`config.mk`:
```
export PLATFORM = sky130hd
export DESIGN_NAME = uart_rx_cfg
export DESIGN_NICKNAME = d
export VERILOG_FILES = /design/src/rtl/uart_rx_cfg.sv
export SDC_FILE = /design/constraint.sdc
export NUM_CORES = 1
export LEC_CHECK = 0
export CORE_ASPECT_RATIO = 0.75
export CORE_MARGIN = 3
export CORE_UTILIZATION = 35
export DETAILED_ROUTE_END_ITERATION = 16
export RECOVER_POWER = 25
export SLEW_MARGIN = 20
export SYNTH_ARGS = -nofsm -noshare
export SYNTH_HDL_FRONTEND = slang
export SYNTH_SLANG_ARGS = --single-unit
```
`constraint.sdc`:
```
create_clock -name clk -period 1.9 [get_ports clk]
set_clock_uncertainty 0.1 [all_clocks]
set_input_delay 0.38 -clock clk [delete_from_list [all_inputs] [get_ports clk]]
set_output_delay 0.38 -clock clk [all_outputs]
set_load 0.02 [all_outputs]
```
`src/rtl/uart_rx_cfg.sv`:
```
// uart_rx_cfg: oversampling UART receiver with configurable data bits, parity
// and stop bits. It holds one word with a valid/ready handshake and reports
// frames dropped while a word is still held.
module uart_rx_cfg #(
  parameter int unsigned CLK_PER_BIT = 87,
  parameter int unsigned DATA_BITS   = 8,
  parameter int unsigned PARITY      = 0,
  parameter int unsigned STOP_BITS   = 1
) (
  input  logic                 clk,
  input  logic                 reset,
  input  logic                 rxd,
  output logic [DATA_BITS-1:0] rxdata,
  output logic                 rx_valid,
  input  logic                 rx_ready,
  output logic                 frame_err,
  output logic                 parity_err,
  output logic                 overrun,
  output logic                 rts,
  output logic                 busy
);

  localparam int unsigned CNT_W = $clog2(CLK_PER_BIT);
  localparam int unsigned BIT_W = $clog2(DATA_BITS + 1);
  localparam logic [CNT_W-1:0] HALF_M1   = CNT_W'(CLK_PER_BIT / 2 - 1);
  localparam logic [CNT_W-1:0] FULL_M1   = CNT_W'(CLK_PER_BIT - 1);
  localparam logic [BIT_W-1:0] DATA_LAST = BIT_W'(DATA_BITS - 1);
  localparam logic [BIT_W-1:0] STOP_LAST = BIT_W'(STOP_BITS - 1);

  typedef enum logic [2:0] {
    S_IDLE,
    S_START,
    S_DATA,
    S_PARITY,
    S_STOP
  } state_t;

  state_t               r_state;
  state_t               w_state_nxt;
  logic                 r_sync1;
  logic                 r_rxs;
  logic                 r_rxs_prev;
  logic [CNT_W-1:0]     r_cnt;
  logic [BIT_W-1:0]     r_bitn;
  logic [DATA_BITS-1:0] r_shift;
  logic                 r_ferr_acc;
  logic                 r_perr_acc;
  logic [DATA_BITS-1:0] r_rxdata;
  logic                 r_valid;
  logic                 r_ferr;
  logic                 r_perr;
  logic                 r_overrun;
  logic                 r_rts;
  logic                 r_busy;
  logic                 w_bit_end;
  logic                 w_start;
  logic                 w_done;
  logic                 w_ferr_fin;
  logic                 w_accept;
  logic                 w_drop;

  // Two-flop synchroniser plus one extra sample for falling-edge detection
  always_ff @(posedge clk or negedge reset) begin
    if (!reset) begin
      r_sync1    <= 1'b1;
      r_rxs      <= 1'b1;
      r_rxs_prev <= 1'b1;
    end else begin
      r_sync1    <= rxd;
      r_rxs      <= r_sync1;
      r_rxs_prev <= r_rxs;
    end
  end

  // Frame state register
  always_ff @(posedge clk or negedge reset) begin
    if (!reset) r_state <= S_IDLE;
    else        r_state <= w_state_nxt;
  end

  // Next-state decode; START checks mid start bit, other states at bit centre
  always_comb begin
    w_state_nxt = r_state;
    w_start     = 1'b0;
    w_done      = 1'b0;
    w_bit_end   = (r_cnt == FULL_M1);
    case (r_state)
      S_IDLE: begin
        if (r_rxs_prev && !r_rxs) begin
          w_state_nxt = S_START;
          w_start     = 1'b1;
        end
      end
      S_START: begin
        if (r_cnt == HALF_M1) w_state_nxt = r_rxs ? S_IDLE : S_DATA;
      end
      S_DATA: begin
        if (w_bit_end && (r_bitn == DATA_LAST))
          w_state_nxt = (PARITY == 0) ? S_STOP : S_PARITY;
      end
      S_PARITY: begin
        if (w_bit_end) w_state_nxt = S_STOP;
      end
      S_STOP: begin
        if (w_bit_end && (r_bitn == STOP_LAST)) begin
          w_state_nxt = S_IDLE;
          w_done      = 1'b1;
        end
      end
      default: w_state_nxt = S_IDLE;
    endcase
  end

  // Bit timing, shift register and per-frame error accumulation
  always_ff @(posedge clk or negedge reset) begin
    if (!reset) begin
      r_cnt      <= '0;
      r_bitn     <= '0;
      r_shift    <= '0;
      r_ferr_acc <= 1'b0;
      r_perr_acc <= 1'b0;
    end else begin
      if ((w_state_nxt != r_state) || w_bit_end || (r_state == S_IDLE))
        r_cnt <= '0;
      else
        r_cnt <= r_cnt + CNT_W'(1);

      if (w_state_nxt != r_state)
        r_bitn <= '0;
      else if (w_bit_end && ((r_state == S_DATA) || (r_state == S_STOP)))
        r_bitn <= r_bitn + BIT_W'(1);

      if ((r_state == S_DATA) && w_bit_end)
        r_shift <= {r_rxs, r_shift[DATA_BITS-1:1]};

      if (w_start) begin
        r_ferr_acc <= 1'b0;
        r_perr_acc <= 1'b0;
      end else begin
        if ((r_state == S_PARITY) && w_bit_end)
          r_perr_acc <= (^r_shift) ^ r_rxs ^ (PARITY == 1);
        if ((r_state == S_STOP) && w_bit_end && !r_rxs)
          r_ferr_acc <= 1'b1;
      end
    end
  end

  assign w_ferr_fin = r_ferr_acc | ~r_rxs;
  assign w_accept   = r_valid & rx_ready;
  assign w_drop     = w_done & r_valid & ~rx_ready;

  // Output holding register, handshake, overrun flag and flow control
  always_ff @(posedge clk or negedge reset) begin
    if (!reset) begin
      r_rxdata  <= '0;
      r_valid   <= 1'b0;
      r_ferr    <= 1'b0;
      r_perr    <= 1'b0;
      r_overrun <= 1'b0;
      r_rts     <= 1'b0;
      r_busy    <= 1'b0;
    end else begin
      r_rts  <= ~r_valid;
      r_busy <= (w_state_nxt != S_IDLE);

      if (w_done && !w_drop) begin
        r_rxdata <= r_shift;
        r_ferr   <= w_ferr_fin;
        r_perr   <= r_perr_acc;
        r_valid  <= 1'b1;
      end else if (w_accept) begin
        r_valid <= 1'b0;
      end

      if (w_drop)        r_overrun <= 1'b1;
      else if (w_accept) r_overrun <= 1'b0;
    end
  end

  assign rxdata     = r_rxdata;
  assign rx_valid   = r_valid;
  assign frame_err  = r_ferr;
  assign parity_err = r_perr;
  assign overrun    = r_overrun;
  assign rts        = r_rts;
  assign busy       = r_busy;

endmodule

```
==> results of run 1 <==
==> layout make-up <==
cell class                 instances  area [µm²]  area share, %
clock buffer                       6        82.6           2.88
sequential                        41        1030           36.0
clock inverter                     2        37.5           1.31
tap                               75        93.8           3.28
timing repair buffer              53         475           16.6
inverter                           7        26.3          0.917
multi-input combinational        103        1120           39.1
==> logic make-up after synthesis <==
group | share of synthesized area, %
AO/OA/AOI/OAI | 6.85
XOR/XNOR | 7.66
adder cells (fa/ha/maj) | 2.49
buffers and inverters | 3.99
flip-flops | 51.3
multiplexers | 10.5
AND/OR/NAND/NOR | 17.2
==> flip-flops by register name (all words and copies together) (netlist names), 3 cells and up <==
signal and flops:
r_bitn 4, r_cnt 7, r_shift 8, r_state 3, rxdata 8
==> how the worst min path moves through the flow <==
stage               slack (ps)         to  cells after the start
detailed placement         250      r_rxs                      0
global placement           250      r_rxs                      0
global route               270      r_rxs                      0
floorplan                  -20       busy                      0
CTS                         60  rxdata[5]                      2
finish                     240       busy                      2
==> synth_stat cells (2+ instances only) <==
| library cell | instances | area share (%) |
|---|---|---|
| mux2_2 | 16 | 9.0 |
| nor3_1 | 2 | 0.50 |
| xor2_1 | 6 | 2.6 |
| and3_2 | 2 | 0.75 |
| nor3b_1 | 2 | 0.75 |
| nand2_1 | 5 | 0.93 |
| buf_4 | 2 | 0.75 |
| nor2_1 | 10 | 1.9 |
| nand3_1 | 5 | 1.2 |
| o21ai_0 | 3 | 0.75 |
| mux2i_1 | 2 | 1.0 |
| ha_1 | 4 | 2.5 |
| inv_1 | 7 | 1.3 |
| xnor2_1 | 9 | 3.9 |
| clkbuf_8 | 2 | 1.4 |
| dfstp_2 | 3 | 3.9 |
| dfrtp_1 | 38 | 47 |
| a21oi_1 | 3 | 0.75 |
| nor4_2 | 3 | 1.9 |
| nor4_1 | 4 | 1.2 |
==> through the flow <==
stage / hold WS (ps) / setup slack (ps) / TNS (ps) / util (%) / power [mW]
after floorplan: -15.6 / -31.6 / -299 / - / 1.21
after global placement: 248 / -65.9 / -1100 / 45.2 / 1.35
after detailed placement: 247 / -161 / -2680 / 45.2 / 1.37
after CTS: 59.7 / -63.6 / -673 / 52.2 / 2.26
after global routing: 265 / -96.9 / -1360 / 52.7 / 2.35
final: 237 / -31.4 / -147 / 52.7 / 2.24
==> metal layers <==
layer	wire length (µm)	vias to the layer above	GRT usage, %
met5	0	-	0
met4	30	0	4.88
met3	80	2	2.52
met2	2120	13	21.7
met1	2140	682	21.3
li1	-	658	-
==> timing repair <==
action,4_1_cts,5_1_grt
gates cloned,2,0
endpoints found under the setup margin,31,30
gates resized for setup,33,8
pin swaps,12,5
setup buffers,5,5
==> power by group through the flow <==
stage                     Sequential, mW  Clock [mW]  Combinational [mW]
after floorplan                    0.989           0               0.217
after global placement             0.974           0               0.378
after detailed placement           0.976           0               0.389
after CTS                          0.962       0.749               0.548
after global routing               0.968       0.778               0.601
final                              0.963       0.723               0.556
==> flow_summary_export.csv, run 1 <==
group,metric,value,unit
setup_path,rr_endpoint,"r_cnt[0]",
setup_path,cp_common_cell,"buf_6",
routing,via_per_inst,4.72,
layout,final_cells,287,
power,comb_power_share,24.8,%
layout,diodes,0,
synth,netlist_area,2010,µm²
place,place_inst,269,
die,rows,23,
die,chipWidth,93.5,µm
layout,syn_to_final_growth,42.6,%
setup_path,worst_ep_required_time,1970,ps
layout,layout_common_cells,"dfrtp_1 (38), buf_4 (28), clkdlybuf4s50_1 (15)",
synth,syn_area_per_cell,13.0,µm²
clock_network,clk_path_buf_depth,2,
sta,fmax,0.518,GHz
clock_network,clkLatencyLatePin,290,ps
sta,slew_viol_final,0,
run,maxCapViolCount,0,
layout,final_nets,219,
place,place_congestion,0.886,
die,die_y,71.6,µm
setup_path,timing.critical_path.from,"r_cnt[2]",
setup_path,path_class,"flop to flop",
setup_path,cp_slowest_stage_delay,400,ps
routing,drtIter0Drc,29,
routing,drt-wirelength-per-cell,15.2,µm
sta,rsz0062_at_grt,"yes",
clock_network,htree_num_levels,2,
layout,layout_commonest_cell,"dfrtp_1",
sta,min_period,1930,ps
routing,postRouteAntennaNets,0,
power,p_leak,1.29,nW
layout,design_area,2860,µm²
routing,dr.pass1.iters,4,
place,dpl_cell_area,2460,µm²
setup_path,cp_cell_sequence,"or2b_1 -> buf_6 -> o41ai_4 -> o21ai_1 -> o22ai_2 -> buf_6 -> nor4_4",
setup_path,crit_arrival,2000,ps
power,p_switching,0.611,mW
routing,drc,0,
die,start_util,36.9,%
setup_path,worst-path-stages,7,
sta,timing.final.ws_setup,-31.4,ps
sta,setup-violations-final,5,
status,violations,"setup timing",
global_route,grt_pass1_vias,1487,
power,peakVddDrop,0.451,mV
synth,ys_ff_latch,41,
global_route,antenna_found_initial,0,
synth,syn_inst,155,
status,outcome,"complete, but fails checks",
clock_network,cts_buffers,5,
sta,relSlewSlack,33.7,%
setup_path,setup.worst_path.start_class,"flop",
synth,synth-edff-count,0,
setup_path,r2r_cells,7,
sta,fin_crit_sh,102,%
sta,tightest_slew,995,ps
global_route,grt_pass1_wl,7.47,mm
place,hpwl,2.85,mm
die,coreArea,5440,µm²
place,portBuffers,17,
setup_path,cp-end-kind,"flop",
layout,drive_gt1_share,46.2,%
global_route,overflow,0,
synth,synth_cell_types,47,
power,switching_share,27.2,%
power,seqPwrFrac,43.0,%
power,clkPwrFrac,32.2,%
clock_network,cts_tree,"built",
synth,synth_warnings,0,
sta,hold_viol,0,
power,p_int,1.63,mW
power,power-per-cell-area,783,nW/µm²
clock_network,root_buffer,"clkbuf_8",
setup_path,r2r_start,"r_cnt[2]",
setup_path,critPathBufInv,2,
clock_network,clk_pin_slew,80,ps
synth,syn_nets,163,
synth,synthArstFlopShare,100,%
setup_path,rrSetupSlack,-30,ps
setup_path,critPathTopFamily,"compound AO/OA/AOI/OAI gates",
routing,routed-via-count,1355,
synth,synth_ff_type,"dfrtp_1",
die,die_area,6690,µm²
global_route,grt_max_degree,42,
setup_path,crit_end,"r_cnt[0]",
global_route,track_usage,14.5,%
clock_network,holdBufCountCts,0,
setup_path,critPathSlowestCell,"dfrtp_1",
hold_path,min_path_type,"input pin to asynchronous set/reset pin",
die,ioPinCount,18,
setup_path,critPathMaxFanout,5,
routing,drt_wl_total,4.37,mm
layout,fillers,448,
clock_network,clock_sinks,41,
synth,yosysSeqAreaShare,51.3,%
No activity file was read; power rests on OpenSTA's default activity.
==> run 2, diff against run 1 <==
- CORE_UTILIZATION: 35 -> 45
- PLACE_DENSITY: not set -> 0.67
==> run 2 against run 1 <==
Net effect:
- the flow still finishes with violations (setup timing)
- non-clock buffer count fell by 5
- cell count fell by 8.7%
- highest routed layer unchanged
- largest power group unchanged
- cell area fell by 2.6%
- first-iteration DRC count rose to 2.9 times the previous value
- wire length rose by 3.9%
- global-route usage rose by 3.7 points
- clock power fell by 0.8%
- sequential cell count did not move
- via count rose by 2.6%
==> flow_summary_export.csv, run 2 (synthesis results as in run 1) <==
group,metric,value,unit
layout,design_area,2790,µm²
die,chipWidth,83.1,µm
clock_network,clk_path_buf_depth,2,
place,pre_cts_slack,-108,ps
setup_path,worst_ep_required_time,1980,ps
clock_network,clock_sinks,41,
global_route,overflow,0,
setup_path,critPathTopFamily,"simple AND/OR/NAND/NOR gates",
sta,min_period,2030,ps
clock_network,root_buffer,"clkbuf_8",
routing,drtIter0Drc,85,
global_route,grtUsageMet1,25.3,%
global_route,grt_pass1_vias,1484,
global_route,gr-usage-met2,26.5,%
clock_network,cts_buffers,5,
status,violations,"setup timing",
sta,slew_viol_final,0,
setup_path,cp-end-kind,"flop",
layout,diodes,0,
routing,routed-via-count,1390,
sta,fin_crit_sh,107,%
layout,final_cells,262,
hold_path,min_path_type,"flop to flop",
place,dpl_cell_area,2390,µm²
sta,holdWs,262,ps
setup_path,setup.worst_path.start_class,"flop",
setup_path,critPathBufInv,2,
setup_path,critPathMaxFanout,5,
global_route,antenna_found_initial,0,
layout,layout_common_cells,"dfrtp_1 (38), buf_4 (23), clkdlybuf4s50_1 (14)",
global_route,track_usage,18.2,%
clock_network,htree_num_levels,2,
setup_path,cp_slowest_stage_delay,400,ps
die,ioPinCount,18,
global_route,grt_use_met3,6.57,%
power,total_power,2.18,mW
routing,via_per_inst,5.31,
place,hpwl,2.71,mm
sta,timing.final.ws_setup,-133,ps
layout,syn_to_final_growth,38.9,%
sta,rsz0062_at_grt,"yes",
die,rows,20,
sta,hold_viol,0,
routing,dr.pass1.iters,4,
clock_network,cts_tree,"built",
run,maxCapViolCount,0,
routing,drt-wirelength-per-cell,17.3,µm
setup_path,cp_cell_sequence,"inv_2 -> ha_4 -> nand4b_4 -> nor2_4 -> nand4_4 -> a21oi_4 -> clkbuf_16 -> mux2_4",
setup_path,path_class,"flop to flop",
routing,drc,0,
routing,drt_wl_total,4.54,mm
die,coreArea,4180,µm²
layout,layout_commonest_cell,"dfrtp_1",
status,outcome,"complete, but fails checks",
global_route,grt_max_degree,42,
global_route,grt_pass1_wl,7.47,mm
die,start_util,48.1,%
clock_network,clk_pin_slew,70,ps
place,portBuffers,17,
setup_path,critPathSlowestCell,"dfrtp_1",
sta,fmax,0.492,GHz
die,die_y,63.9,µm
sta,relSlewSlack,34.9,%
routing,postRouteAntennaNets,0,
setup_path,crit_arrival,2110,ps
layout,drive_gt1_share,43.5,%
die,die_area,5310,µm²
global_route,busiest_layer,"met2",
power,peakVddDrop,0.536,mV
clock_network,clkLatencyLatePin,290,ps
sta,setup-violations-final,22,
layout,final_nets,214,
power,p_leak,1.25,nW
sta,setup_tns,-2170,ps
sta,tightest_slew,977,ps
place,place_inst,242,
place,place_congestion,0.870,
layout,fin_util,66.8,%
power,power-per-cell-area,781,nW/µm²
run 2: changes by cell type in the layout (fill, tap and decap cells not counted), sizes merged:
cell           change
buf                -7
clkbuf             +2
clkdlybuf4s50      -1
clkinvlp           -1
dlygate4sd3        +2
run 2: path summary, 6_finish.rpt:
path	to	from	slack, ps	cells past startpoint
setup / recovery	rxdata[7]	r_cnt[0]	-130	8
hold / removal	r_rxs	r_sync1	260	0
setup reg to reg	rxdata[7]	r_cnt[0]	-130	8
min in group asynchronous	rx_valid	reset	760	3
max in group asynchronous	r_cnt[1]	reset	340	3
hold reg to reg	r_rxs	r_sync1	260	0
run 2: area by class of cell:
type                    instances  area (µm²)
fillers                       274        1390
clock buffers                   7        86.3
repair buffers                 48         450
well taps                      55        68.8
inverters                       7        26.3
clock inverters                 1        30.0
flip-flops and latches         41        1030
multi-input cells             103        1100
run 2: worst reg2reg max path, cell delays in order (launching register included):
cell and delay, ps:
dfrtp_1 400, inv_2 90, ha_4 170, nand4b_4 140
nor2_4 210, nand4_4 110, a21oi_4 220, clkbuf_16 200
mux2_4 290
run 2: repair_timing:
item                                    in CTS  in global routing
hold buffers                                 1                  0
resized for setup                           30                  7
cloned                                       2                  0
endpoints found under the setup margin      30                 31
pin swaps                                   11                  2
buffers inserted                             8                  1
endpoints found under the hold margin       38                  0
run 2: report_power, final:
part / leakage [nW] / switching (mW) / internal, mW
logic: 0.652 / 0.264 / 0.226
clock network: 0.0585 / 0.289 / 0.428
registers: 0.544 / 0.0497 / 0.923
run 2: metal layers:
metal | up-vias | share of wire [%]
met5 | - | 0
met3 | 8 | 3.7
met2 | 33 | 48
met1 | 696 | 46
li1 | 653 | -
met4 | 0 | 1.4
